## src/rtl/sdram_arbiter.sv

```systemverilog
// sdram_arbiter: shares one SDRAM Avalon master among four requesters, one transaction at a time.
// Round-robin by default; define SDRAM_ARB_FIXED_PRIO_EN for fixed priority (port 0 highest).
module sdram_arbiter (
    input  logic         clk,
    input  logic         rst_n,
    input  logic [127:0] req_address,
    input  logic [3:0]   req_read,
    input  logic [3:0]   req_write,
    input  logic [127:0] req_writedata,
    output logic [3:0]   req_waitrequest,
    output logic [31:0]  req_readdata,
    output logic [3:0]   req_readdatavalid,
    input  logic         master_waitrequest,
    output logic [31:0]  master_address,
    output logic         master_read,
    output logic         master_write,
    output logic [31:0]  master_writedata,
    input  logic [31:0]  master_readdata,
    input  logic         master_readdatavalid,
    output logic [3:0]   grant
);
    typedef enum logic [1:0] {IDLE, FWD, WAIT_RD} state_t;

    state_t      state_q, state_d;
    logic [3:0]  grant_q, grant_d;
    logic [1:0]  ptr_q, ptr_d;
    logic [3:0]  req_any, winner;
    logic [1:0]  gidx;
    logic        fwd, g_rd, g_wr, accept, rd_ret;

    assign req_any = req_read | req_write;
    assign gidx    = {grant_q[3] | grant_q[2], grant_q[3] | grant_q[1]};
    assign fwd     = state_q == FWD;
    assign g_rd    = req_read[gidx];
    assign g_wr    = req_write[gidx];
    assign accept  = fwd && (g_rd || g_wr) && !master_waitrequest;
    assign rd_ret  = state_q == WAIT_RD && master_readdatavalid;

    // Descending scan so the highest-priority candidate is assigned last.
    always_comb begin
        winner = '0;
`ifdef SDRAM_ARB_FIXED_PRIO_EN
        for (int k = 3; k >= 0; k--)
            if (req_any[2'(k)]) winner = 4'b1 << 2'(k);
`else
        for (int k = 3; k >= 0; k--)
            if (req_any[ptr_q + 2'(k)]) winner = 4'b1 << (ptr_q + 2'(k));
`endif
    end

    always_comb begin
        state_d = state_q;
        grant_d = grant_q;
        ptr_d   = ptr_q;
        case (state_q)
            IDLE: begin
                if (|req_any) begin
                    grant_d = winner;
                    state_d = FWD;
                end
            end
            FWD: begin
                if (!(g_rd || g_wr)) begin
                    grant_d = '0;
                    state_d = IDLE;
                end else if (!master_waitrequest) begin
                    grant_d = g_rd ? grant_q : 4'b0;
                    state_d = g_rd ? WAIT_RD : IDLE;
                    ptr_d   = g_rd ? ptr_q : gidx + 2'd1;
                end
            end
            WAIT_RD: begin
                if (master_readdatavalid) begin
                    grant_d = '0;
                    state_d = IDLE;
                    ptr_d   = gidx + 2'd1;
                end
            end
            default: begin
                grant_d = '0;
                state_d = IDLE;
            end
        endcase
    end

    always_ff @(posedge clk or negedge rst_n) begin
        if (!rst_n) begin
            state_q <= IDLE;
            grant_q <= '0;
            ptr_q   <= '0;
        end else begin
            state_q <= state_d;
            grant_q <= grant_d;
            ptr_q   <= ptr_d;
        end
    end

    // Command path is combinational from the granted port so a stall holds it in place.
    assign master_read       = fwd && g_rd;
    assign master_write      = fwd && g_wr && !g_rd;
    assign master_address    = fwd ? req_address[{gidx, 5'd0} +: 32] : 32'd0;
    assign master_writedata  = fwd ? req_writedata[{gidx, 5'd0} +: 32] : 32'd0;
    assign req_waitrequest   = ~(accept ? grant_q : 4'b0);
    assign req_readdatavalid = rd_ret ? grant_q : 4'b0;
    assign req_readdata      = rd_ret ? master_readdata : 32'd0;
    assign grant             = grant_q;
endmodule
```

## config.mk

```make
export PLATFORM = sky130hd
export DESIGN_NAME = sdram_arbiter
export DESIGN_NICKNAME = d
export VERILOG_FILES = /design/src/rtl/sdram_arbiter.sv
export SDC_FILE = /design/constraint.sdc
export NUM_CORES = 1
export LEC_CHECK = 0
export CORE_AREA = 2 2 159 161
export CTS_BUF_LIST = sky130_fd_sc_hd__clkbuf_2 sky130_fd_sc_hd__clkbuf_4 sky130_fd_sc_hd__clkbuf_8
export CTS_CLUSTER_SIZE = 30
export DETAILED_ROUTE_END_ITERATION = 8
export DIE_AREA = 0 0 161 163
export PLACE_DENSITY_LB_ADDON = 0.12
export SLEW_MARGIN = 20
export SYNTH_ARGS = -nofsm -noshare
export SYNTH_HDL_FRONTEND = slang
export SYNTH_SLANG_ARGS = --single-unit
export TNS_END_PERCENT = 20
```

## constraint.sdc

```tcl
create_clock -name clk -period 2 [get_ports clk]
set_input_delay 0.4 -clock clk [delete_from_list [all_inputs] [get_ports clk]]
set_output_delay 0.4 -clock clk [all_outputs]
set_load 0.01 [all_outputs]
```

# Word-level counts from Yosys, hierarchy flattened
# Index checks and enable logic that the tools add are counted.
word_totals:
  out_inout_bits: 110
  inputBits: 300
  regBits: 8
  wordCells: 84
classes:
  n_shift: 6
  n_bitwise: 4
  eq_ne: 9
  mux: 38
  n_lt_le_gt_ge: 5
  n_reduce_logical: 15
  addsub: 4
ops:
  columns: ["op", "count"]
  rows:
  - ["variable part select 128 x 8 -> 32 bit", 2]
  - ["2-to-1 mux 32 bit", 3]
  - ["2-to-1 mux 4 bit", 11]
  - ["2-to-1 mux 2 bit", 9]
  - ["left shift 1 x 2 -> 4 bit, first input constant", 4]
  - ["< comparator 2 x 3 -> 1 bit, second input constant", 5]
  - ["binary-select mux 1 bit (select 2 bit)", 6]
  - ["case mux 4 bit (3 select lines)", 1]
  - ["inequality test 2 bit, second input constant", 4]
  - ["logical AND 1 bit", 6]
  - ["2-to-1 mux 1 bit", 6]
  - ["inequality test 3 bit, second input constant", 2]
  - ["case mux 2 bit (3 select lines)", 1]
  - ["AND reduction 5 bit", 1]
  - ["adder 2 x 1 -> 2 bit, second input constant", 2]
  - ["adder 2 bit, second input constant", 2]
  - ["NOT 4 bit", 1]
  - ["bitwise OR 4 bit", 1]
  - ["case mux 2 bit (2 select lines)", 1]
  - ["AND reduction 4 bit", 1]
  - ["OR reduction 4 bit", 1]
  - ["AND reduction 3 bit", 1]
  - ["equality test 2 x 1 -> 1 bit, second input constant", 1]
  - ["equality test 2 bit, second input constant", 1]
  - ["6 further kinds", 8]

# Depth between registers and ports, before layout
# Gate-level depths: netlist of run 1.
depth:
  word_depth: 9
  mapped_depth: 9
  depth_no_buf: 7

# Worst setup path after synthesis of run 1
# No wires, ideal clock.
synth_path:
  path_kind: "reg-to-reg"
  startpoint: "register ptr_q[0]"
  endpoint: "register grant_q[2] (netlist: grant[2])"
  slack_ns: -0.247
  t_required_ns: 1.879
  setup_time_ns: 0.121
  synth_period_minus_slack_ns: 2.247
  stages_incl_launch_ff: 10
  t_arrival_ns: 2.126
  cell_sequence: "dfrtp_1 > clkbuf_2 > inv_1 > ha_1 > buf_2 > or3b_1 > o2111ai_1 > o31ai_1 > a221o_1 > a22o_1"
synth_via:
  elab_chain_cells: 9
  word_cells_on_any_way: 21
  cone_classes: "3 x add/sub; 4 x shift; 14 x mux"
synth_rtl:
  columns: ["item", "line_no", "source"]
  rows:
  - ["start, declared", "26", "logic [1:0] ptr_q, ptr_d;"]
  - ["start signal, assigned", "94", "ptr_q <= ptr_d;"]
  - ["adder 2 bit", "47", "if (req_any[ptr_q + 2'(k)]) winner = 4'b1 << (ptr_q + 2'(k));"]
  - ["binary-select mux 1 bit (select 2 bit)", "47", null]
  - ["2-to-1 mux 1 bit (not written as such)", "47", null]
  - ["2-to-1 mux 4 bit (3 in a row)", "47", null]
  - ["2-to-1 mux 4 bit (*)", "47", null]
  - ["2-to-1 mux 4 bit (*)", "57", "if (|req_any) begin"]
  - ["case mux 4 bit (3 select lines) (*)", "55", "case (state_q)"]
  - ["end signal, assigned", "93", "grant_q <= grant_d;"]
  - ["end, declared", "25", "logic [3:0] grant_q, grant_d;"]
# Every way passes the cells marked *; elsewhere a longest branch is shown, timed or not. The select of a mux whose other input is x is not followed.
# A chain may end at the register's enable or synchronous reset.

# Worst setup path after layout of run 1
layout_path:
  startpoint: "register grant_q[1] (netlist: grant[1])"
  endpoint: "output port req_waitrequest[2]"
layout_via:
  elab_chain_cells: 8
  word_cells_on_any_way: 10
  cone_classes: "5 x mux; 2 x bitwise; 3 x reduce/logical"
layout_rtl:
  columns: ["item", "line_no", "source"]
  rows:
  - ["bitwise OR 1 bit (*)", "32", "assign gidx = {grant_q[3] | grant_q[2], grant_q[3] | grant_q[1]};"]
  - ["binary-select mux 1 bit (select 2 bit), on equally long branches", "34, 35", null]
  - ["2-to-1 mux 1 bit, on equally long branches", "34, 35", null]
  - ["logical OR 1 bit (*)", "36", "assign accept = fwd && (g_rd || g_wr) && !master_waitrequest;"]
  - ["logical AND 1 bit (*) (2 in a row)", "36", null]
  - ["2-to-1 mux 4 bit (*)", "103", "assign req_waitrequest = ~(accept ? grant_q : 4'b0);"]
  - ["NOT 4 bit (*)", "103", null]
  - ["end, declared", "10", "output logic [3:0] req_waitrequest,"]
# Marked as above.

==> qor.yml, run 1 <==
run_status:
  outcome: "finished with violations"
  violations: "setup timing"
sta:
  timing.hold.ws_ps: 478
  fin_worst_skew_ps: 6.93
  max_clock_freq_mhz: 423
  fin_crit_ps: 2360
  slew_viol_final: 0
  rsz0062_at_grt: "yes"
  setup_viol: 77
  post-route-period-util_pct: 118
  tightestPinTransition_ps: 440
  layout_setup_ws_ps: -362
  hold_viol_final: 0
  max_slew_margin_pct: 70.6
detailed_routing:
  drt-total-wl_mm: 24.4
  wl_per_cell_um: 18.5
  drc_errors: 0
  antenna_left: 0
  drt_pass1_iterations: 4
  routed_via_density: 4.46
  drt_iter0_drc: 228
  vias: 5890
synthesis:
  synth_fp_nets: 829
  synth.largest_area_cell: "a311oi_1"
  ys_ff_latch: 8
  yosysUniqueCellTypes: 44
  post-synth-top-count-cell: "nand2_1"
  synth_top_area_share_pct: 16.7
  syn_area_um2: 3360
  synthArstFlopShare_pct: 100
  yosysSeqAreaShare_pct: 5.95
  yosys_most_used_dff: "dfrtp_1"
  avgSynthCellArea_um2: 6.41
  ys.warnings.count: 0
  syn_inst: 525
  synth_area_leaders: "a311oi_1 (17%), a211oi_1 (14%), nor2b_1 (12%), o21ai_0 (10%), nand2_1 (7.8%)"
  synth_edf_count: 0
  synth_commonest_cells: "nand2_1 (70), o21ai_0 (68), nor2b_1 (65)"
die:
  coreArea_um2: 24700
  core.rowCount: 58
  die_area_um2: 26200
  die_h_um: 163
  die_x_um: 161
  start_util_pct: 13.6
  ios: 410
global_route:
  grt_max_degree: 41
  gr-total-overflow: 0
  grt_antenna_before_repair: 0
  grt_pass1_wl_mm: 35.5
  grt_util_all_layers_pct: 17.1
  grt_pass1_vias: 5799
pwr:
  total_power_uw: 10700
  p_per_area_nw_per_um2: 1150
  ir_drop_mv: 0.594
  leakagePower_uw: 0.00366
worst_setup_path:
  crit_type: "register to output port"
  cp.required_ps: 1600
  setup.worst_path.end: "req_waitrequest[2]"
  worstPathArrival_ps: 1960
  worstSetupStartpoint: "grant[1]"
  crit_path_start_kind: "register"
  reg2reg_slack_ps: -200
  rr_endpoint: "grant[2]"
  critPathMaxFanout: 5
  worst_setup_path_end_kind: "output port"
  rr_worst_depth: 8
  r2r_start: "grant[1]"
cells_and_area:
  layout-area-overhead-vs-synth_pct: 177
  finalInstanceArea_um2: 9310
  nets: 1297
  layout-drive-gt1-share_pct: 37.2
  antennaDiodeCount: 0
clock_network:
  htree_levels: 1
  cts_buffers: 3
  root_buffer: "clkbuf_8"
  clock_latency_ps: 230
  cts_max_path_buffers: 2
  clkSlewWorstSetupHoldPaths_ps: 50
  clock-sinks: 8
  cts_tree: "built"
placement:
  dp_hpwl_mm: 19.2
  placed_area_um2: 8950
  globalplace.congestion: 0.823
  pre_cts_slack_ps: -961
  numPortBuffers: 409
hold_path:
  hold_path_class: "input pin to asynchronous set/reset pin"
run:
  max-cap-violations: 0
cell families after synthesis:
group	Yosys count	share of synthesized area (%)
buffers and inverters	72	9.04
AND/OR/NAND/NOR	207	32.6
adder cells (fa/ha/maj)	4	1.49
flip-flops	8	5.95
multiplexers	5	2.01
XOR/XNOR	1	0.260
AO/OA/AOI/OAI	228	48.6
routing by layer:
layer | global-route usage (%) | up-vias | share of wire, %
li1 | - | 2935 | -
met2 | 31.6 | 199 | 51
met3 | 2.78 | 14 | 6.0
met5 | 0 | - | 0
met4 | 1.91 | 0 | 1.2
met1 | 21.5 | 2742 | 42
per-stage QoR:
step	cells	utilization [%]	setup TNS, ps
final	1322	37.7	-18000
after detailed placement	1298	36.3	-50100
after floorplan	525	-	-2620
after CTS	1313	36.4	-21040
after global placement	1298	36.3	-49440
after global routing	1322	37.7	-24060
final cells by class:
class                   instances  area (µm²)
well taps                     330         413
fillers                      2630       15400
flip-flops and latches          8         205
multi-input cells             445        3670
repair buffers                529        4950
clock buffers                   4        48.8
inverters                       6        27.5
critical path: stages, from the launching register on:
cell	delay, ps
dfrtp_4	510
buf_6	130
or4b_4	480
o221ai_2	90
o31a_1	250
nor3_4	70
nand2_1	70
buf_2	130
repair_timing:
| action | in CTS | in global routing |
|---|---|---|
| pin swaps | 24 | 45 |
| endpoints found under the setup margin | 113 | 98 |
| hold buffers | 0 | 0 |
| gates resized for setup | 381 | 100 |
| gates cloned | 3 | 1 |
| buffers inserted | 9 | 9 |
where the power goes:
group          internal (µW)  total (µW)  switching (µW)  leakage [µW]
clock                    152         224            71.2     0.0000262
sequential               241         351             109     0.0000982
combinational           5000       10200            5160       0.00353
cell usage in the layout, fill, tap and decap left out, types with 16 or more instances in the layout:
cell             netlist  layout
a211oi_2               1      35
buf_12                 0      23
buf_2                 19      68
clkdlybuf4s50_1        0     301
dlygate4sd2_1          0      24
nor2b_1               65      48
nand2_2                0      16
a211oi_1              64      29
a311oi_2               0      61
nand2_1               70      48
buf_4                  0      82
o21ai_0               68      67
and2_1                37      37
sequential cells by signal (all words and copies together) (netlist names):
name / cells
grant: 4
ptr_q: 2
state_q: 2
worst min-delay path by stage:
stage	start	to	slack [ps]	depth (start not counted)
after floorplan	rst_n	grant[0]	100	0
after global placement	state_q[1]	state_q[0]	550	2
after detailed placement	state_q[1]	state_q[0]	550	2
after CTS	rst_n	grant[1]	490	1
after global routing	rst_n	grant[1]	510	1
final	rst_n	grant[1]	480	1
Power figures use the tool's default switching activity.
==> inputs of run 2 (changes only) <==
--- a/config.mk
+++ b/config.mk
@@ -5,11 +5,13 @@
 export SDC_FILE = /design/constraint.sdc
 export NUM_CORES = 1
 export LEC_CHECK = 0
-export CORE_AREA = 2 2 159 161
+export CELL_PAD_IN_SITES_DETAIL_PLACEMENT = 1
+export CELL_PAD_IN_SITES_GLOBAL_PLACEMENT = 2
+export CORE_MARGIN = 2
+export CORE_UTILIZATION = 10
 export CTS_BUF_LIST = sky130_fd_sc_hd__clkbuf_2 sky130_fd_sc_hd__clkbuf_4 sky130_fd_sc_hd__clkbuf_8
 export CTS_CLUSTER_SIZE = 30
 export DETAILED_ROUTE_END_ITERATION = 8
-export DIE_AREA = 0 0 161 163
 export PLACE_DENSITY_LB_ADDON = 0.12
 export SLEW_MARGIN = 20
 export SYNTH_ARGS = -nofsm -noshare
==> run 2 against run 1 <==
Net effect:
- the flow still finishes with violations (setup timing)
- final cell count increased by 7.6%
- via count grew 1.7%
- wire length increased by 22%
- sequential cell count unchanged
- total power grew 1.9%
- hold slack worse by 2.9 ps
- clock skew is essentially flat
- setup slack lost 11 ps
- register-to-register slack got worse by 50 ps
- combinational power about the same
- critical endpoint is now req_waitrequest[0]
- largest power group unchanged
==> qor.yml, run 2 (synthesis gave the netlist of run 1 again) <==
placement:
  placed_area_um2: 8870
  globalplace.congestion: 0.769
  numPortBuffers: 409
  dp_hpwl_mm: 22.8
  dp.cells: 1394
clock_network:
  clock-sinks: 8
  cts_max_path_buffers: 2
  root_buffer: "clkbuf_8"
  cts_tree: "built"
  htree_levels: 1
  cts_buffers: 3
  cts_hold_buf: 0
  clkSlewWorstSetupHoldPaths_ps: 50
  clock_latency_ps: 230
cells_and_area:
  layout-area-overhead-vs-synth_pct: 179
  layout-drive-gt1-share_pct: 38.2
  nets: 1279
  fillCellCount: 3981
  multiInputGateArea_um2: 3640
  largest_register_ffs: 4
  regArea_um2: 208
  final_common_cell: "clkdlybuf4s50_1"
  fin_cells: 1423
  layout_common_cells: "clkdlybuf4s50_1 (300), buf_2 (90), nand2_1 (69)"
  finalInstanceArea_um2: 9400
  post-route-util_pct: 28.2
worst_setup_path:
  critPathMaxFanout: 6
  cp.depth: 7
  crit_type: "register to output port"
  setup.worst_path.end: "req_waitrequest[0]"
  crit_chain: "buf_12, or4b_4, o221ai_4, o31a_1, nor3_4, nand2_1, buf_2"
  r2r_start: "grant[1]"
  reg2reg_slack_ps: -250
  cp.required_ps: 1600
  worst_setup_path_end_kind: "output port"
  worst-path-buf-inv: 2
  rr_worst_depth: 9
  worstSetupStartpoint: "grant[1]"
  worstPathArrival_ps: 1970
  crit_path_start_kind: "register"
  rr_endpoint: "grant[1]"
  cpLargestDelayFamily: "simple AND/OR/NAND/NOR gates"
  critPathSlowestCell: "dfrtp_4"
  cp_slowest_stage_delay_ps: 500
run_status:
  violations: "setup timing"
  outcome: "finished with violations"
pwr:
  leakagePower_uw: 0.00361
  total_power_uw: 10900
  ir_drop_mv: 0.448
  p_per_area_nw_per_um2: 1160
global_route:
  grt_util_all_layers_pct: 15.9
  grt_pass1_vias: 6213
  gr-total-overflow: 0
  grt_antenna_before_repair: 2
  grt_max_degree: 29
  grt_pass1_wl_mm: 42.9
detailed_routing:
  routed_via_density: 4.21
  drt_iter0_drc: 131
  drt_pass1_iterations: 4
  wl_per_cell_um: 21.0
  drc_errors: 0
  antenna_left: 0
  drt-total-wl_mm: 29.9
  vias: 5988
die:
  die_area_um2: 35100
  coreArea_um2: 33400
  die_h_um: 187
  start_util_pct: 10.1
  die_x_um: 187
  ios: 410
  core.rowCount: 67
sta:
  max_clock_freq_mhz: 421
  max_slew_margin_pct: 58.0
  slew_viol_final: 0
  post-route-period-util_pct: 119
  timing.hold.ws_ps: 475
  layout_setup_ws_ps: -373
  hold_viol_final: 0
  tightestPinTransition_ps: 625
  fin_worst_skew_ps: 7.07
  rsz0062_at_grt: "yes"
  setup_viol: 76
  fin_crit_ps: 2370
run:
  max-cap-violations: 0
hold_path:
  hold_path_class: "input pin to asynchronous set/reset pin"
## run 2: cell count changes in the layout (fill, tap and decap cells not counted), moves of 15 or more
| cell | previous run | this run |
|---|---|---|
| buf_4 | 82 | 64 |
| dlygate4sd2_1 | 24 | 1 |
| nor2b_1 | 48 | 31 |
| buf_2 | 68 | 90 |
| nand2_2 | 16 | 1 |
| nand2_1 | 48 | 69 |
## run 2: worst reg2reg max path: stages, from the launching register on
cell      delay, ps
dfrtp_4         500
buf_12          150
or4b_4          490
o221ai_4         90
buf_6           140
buf_6            80
nor2_2           30
buf_4           130
a211o_4         300
a22o_1          240
## run 2: worst min-delay path by stage
stage                           from         end  slack, ps  cells after the start
final                          rst_n    grant[0]        480                      1
after global routing           rst_n    grant[0]        500                      1
after CTS                      rst_n    grant[0]        490                      1
after detailed placement  state_q[1]  state_q[0]        570                      2
after global placement    state_q[1]  state_q[0]        560                      2
after floorplan                rst_n    grant[0]        100                      0
## run 2: layout make-up
cell class / count / share of cell area [%]
Clock buffer: 4 / 0.519
Sequential cell: 8 / 2.21
Tap cell: 448 / 5.96
Inverter: 6 / 0.293
Antenna cell: 1 / 0.0266
Multi-Input combinational cell: 445 / 38.7
Timing Repair Buffer: 511 / 52.3
## run 2: what timing repair did
item,4_1_cts,5_1_grt
gates resized for setup,467,103
setup endpoints to repair,113,98
cloned,8,3
pin swaps,26,32
buffers inserted,8,5
## run 2: stage by stage
stage	worst slack [ps]	TNS (ps)
floorplan	-84.4	-2620
global placement	-965	-50300
detailed placement	-1000	-51550
CTS	-426	-19180
global route	-446	-21990
finish	-373	-16000
## run 2: metal layers
layer / part of all wire, % / vias to the layer above / global-route usage [%]
met1: 43 / 2882 / 20.0
met5: 0.054 / - / 0
met2: 51 / 193 / 29.0
met3: 5.4 / 10 / 3.28
li1: - / 2901 / -
met4: 0.56 / 2 / 1.12
## run 2: power by group
part | switching (µW) | total (µW) | leakage, µW | internal [µW]
clock | 69.9 | 222 | 0.0000262 | 152
sequential | 94.4 | 339 | 0.0000957 | 245
combinational | 5340 | 10400 | 0.00349 | 5030
==> patch (config.mk and constraints of run 1) <==
Build with the macro `SDRAM_ARB_FIXED_PRIO_EN` defined.
--- a/src/rtl/sdram_arbiter.sv
+++ b/src/rtl/sdram_arbiter.sv
@@ -2,2 +2,4 @@
 // Round-robin by default; define SDRAM_ARB_FIXED_PRIO_EN for fixed priority (port 0 highest).
+`define SDRAM_ARB_FIXED_PRIO_EN
+
 module sdram_arbiter (
Check against the original RTL: not equivalent (Yosys sat finds a counterexample within 4 cycles, from zero or initial values and one cycle with rst_n low).
==> patch against run 1 <==
  * The flow still finishes with violations (negative setup slack)
  * Synthesized cell count fell by 57%
  * Global-route usage fell by 10 points
  * Non-clock buffer count fell by 231
  * Sequential cell count fell by 4
  * Total power fell by 69%
  * Worst setup slack improved by 230 ps
  * Routed wire length fell by 59%
  * Critical endpoint is now master_address[7]
  * Hold slack got worse by 82 ps
  * Synthesized area fell by 53%
  * Design area fell by 49%
  * Die area did not move
  * Highest routed layer unchanged
==> patch: results (changes against run 1) <==
{| class="wikitable"
! Metric !! Value
|-
| Placed Cells incl. Taps || 825 (was 1298)
|-
| First-iteration detailed-routing DRC count || 41 (was 228)
|-
| Share of layout cells above drive strength 1 || 0.145 (was 0.372)
|-
| CTS Buf Count || 3 (unchanged)
|-
| Netlist cell types || 28 (was 44)
|-
| Failing checks || negative setup slack (unchanged)
|-
| Mux contribution to synthesized area || 0.412 (was 0.0201)
|-
| Pin count of the biggest net entering global routing || 38 (was 41)
|-
| Fillers || 2801 (was 2630)
|-
| Top cell types by occurrence after synthesis || sky130_fd_sc_hd__nor2_1 (70), sky130_fd_sc_hd__mux2i_1 (65), sky130_fd_sc_hd__and2_1 (34) (was sky130_fd_sc_hd__nand2_1 (70), sky130_fd_sc_hd__o21ai_0 (68), sky130_fd_sc_hd__nor2b_1 (65))
|-
| Fraction of the mapped netlist area in compound gates || 0.0634 (was 0.486)
|-
| Critical Path Fanout Max || 7 (was 5)
|-
| Via count of the first global-routing pass || 2711 (was 5799)
|-
| Worst Reg-to-Reg Cells || 5 (was 8)
|-
| Final setup vio count || 26 (was 77)
|-
| Sequential fraction of the synthesis area || 0.0634 (was 0.0595)
|-
| GPL Wtd Cong || 0.753 (was 0.823)
|-
| Final nets || 806 (was 1297)
|-
| First-pass GRT wire length || 14.2 mm (was 35.5 mm)
|-
| Per-instance average area after synthesis || 7.04 um2 (was 6.41 um2)
|-
| Net Sw Frac || 0.452 (was 0.497)
|-
| Post-route worst setup slack || -137 ps (was -362 ps)
|-
| Placement Setup Slack || -406 ps (was -961 ps)
|-
| Clock Skew || 8.96 ps (was 6.93 ps)
|-
| DR WL/cell || 12.1 um (was 18.5 um)
|-
| Peak supply drop || 0.361 mV (was 0.594 mV)
|-
| Reg-to-reg slack, setup || 310 ps (was -200 ps)
|-
| Sum of net half-perimeters after detailed placement || 8.17 mm (was 19.2 mm)
|-
| Result of the run || finished, violations left (unchanged)
|-
| Setup TNS after final layout || -1770 ps (was -18000 ps)
|-
| Port Buffer Count || 275 (was 409)
|-
| Worst path arrival time || 1740 ps (was 1960 ps)
|-
| First-pass DRT Iterations || 4 (unchanged)
|-
| Ratio of routed vias to standard cells || 3.20 (was 4.46)
|-
| Last element of the critical path || master_address[7] (was req_waitrequest[2])
|-
| Number of non-filler instances in the completed layout || 835 (was 1322)
|-
| Leakage dissipation || 2.28 nW (was 3.66 nW)
|}
-- patch: area by class of cell --
type / instances / area (um2) / share of cell area
multi-input cells: 195 / 1340 / 0.281
well taps: 330 / 413 / 0.0866
clock buffers: 4 / 48.8 / 0.0102
inverters: 4 / 15.0 / 0.00315
flip-flops and latches: 4 / 104 / 0.0218
repair buffers: 298 / 2850 / 0.597
-- patch: metal layers --
metal / GRT usage / part of all wire
met2: 0.133 / 0.52
met1: 0.0702 / 0.37
met3: 0.0239 / 0.11
met4: 0.00406 / 0.0069
met5: 0 / 0
-- patch: cell families (layout without fill, tap and decap cells) --
logic type      Yosys count  in the layout
compound gates            8              8
buf+inv                  29            306
flops                     4              4
mux                      65             65
other cells               2              6
simple gates            116            116
-- patch: critical path, stage by stage (launching register included) --
cell	delay (ps)
sky130_fd_sc_hd__dfrtp_4	560
sky130_fd_sc_hd__buf_4	210
sky130_fd_sc_hd__mux2i_1	120
sky130_fd_sc_hd__nor2_1	80
sky130_fd_sc_hd__clkdlybuf4s50_1	540
-- patch: power groups by stage --
stage | sequential (mW) | clock [mW] | combinational [mW]
2_1_floorplan | 0.154 | 0 | 1.45
5_1_grt | 0.183 | 0.214 | 3.26
6_report | 0.173 | 0.201 | 2.99
4_1_cts | 0.175 | 0.207 | 3.07
3_5_place_dp | 0.185 | 0 | 3.25
3_3_place_gp | 0.183 | 0 | 3.27
-- patch: what timing repair did --
item	CTS	global route
endpoints found under the hold margin	0	0
pin swaps	2	0
endpoints found under the setup margin	103	83
gates resized for setup	151	61
setup buffers	3	1
cloned	1	1
-- patch: through the flow --
stage | hold WS (ps) | instance area, um2
after floorplan | 104 | 1590
after global placement | 577 | 4780
after detailed placement | 580 | 4780
after CTS | 390 | 4810
after global routing | 394 | 4770
final | 396 | 4770
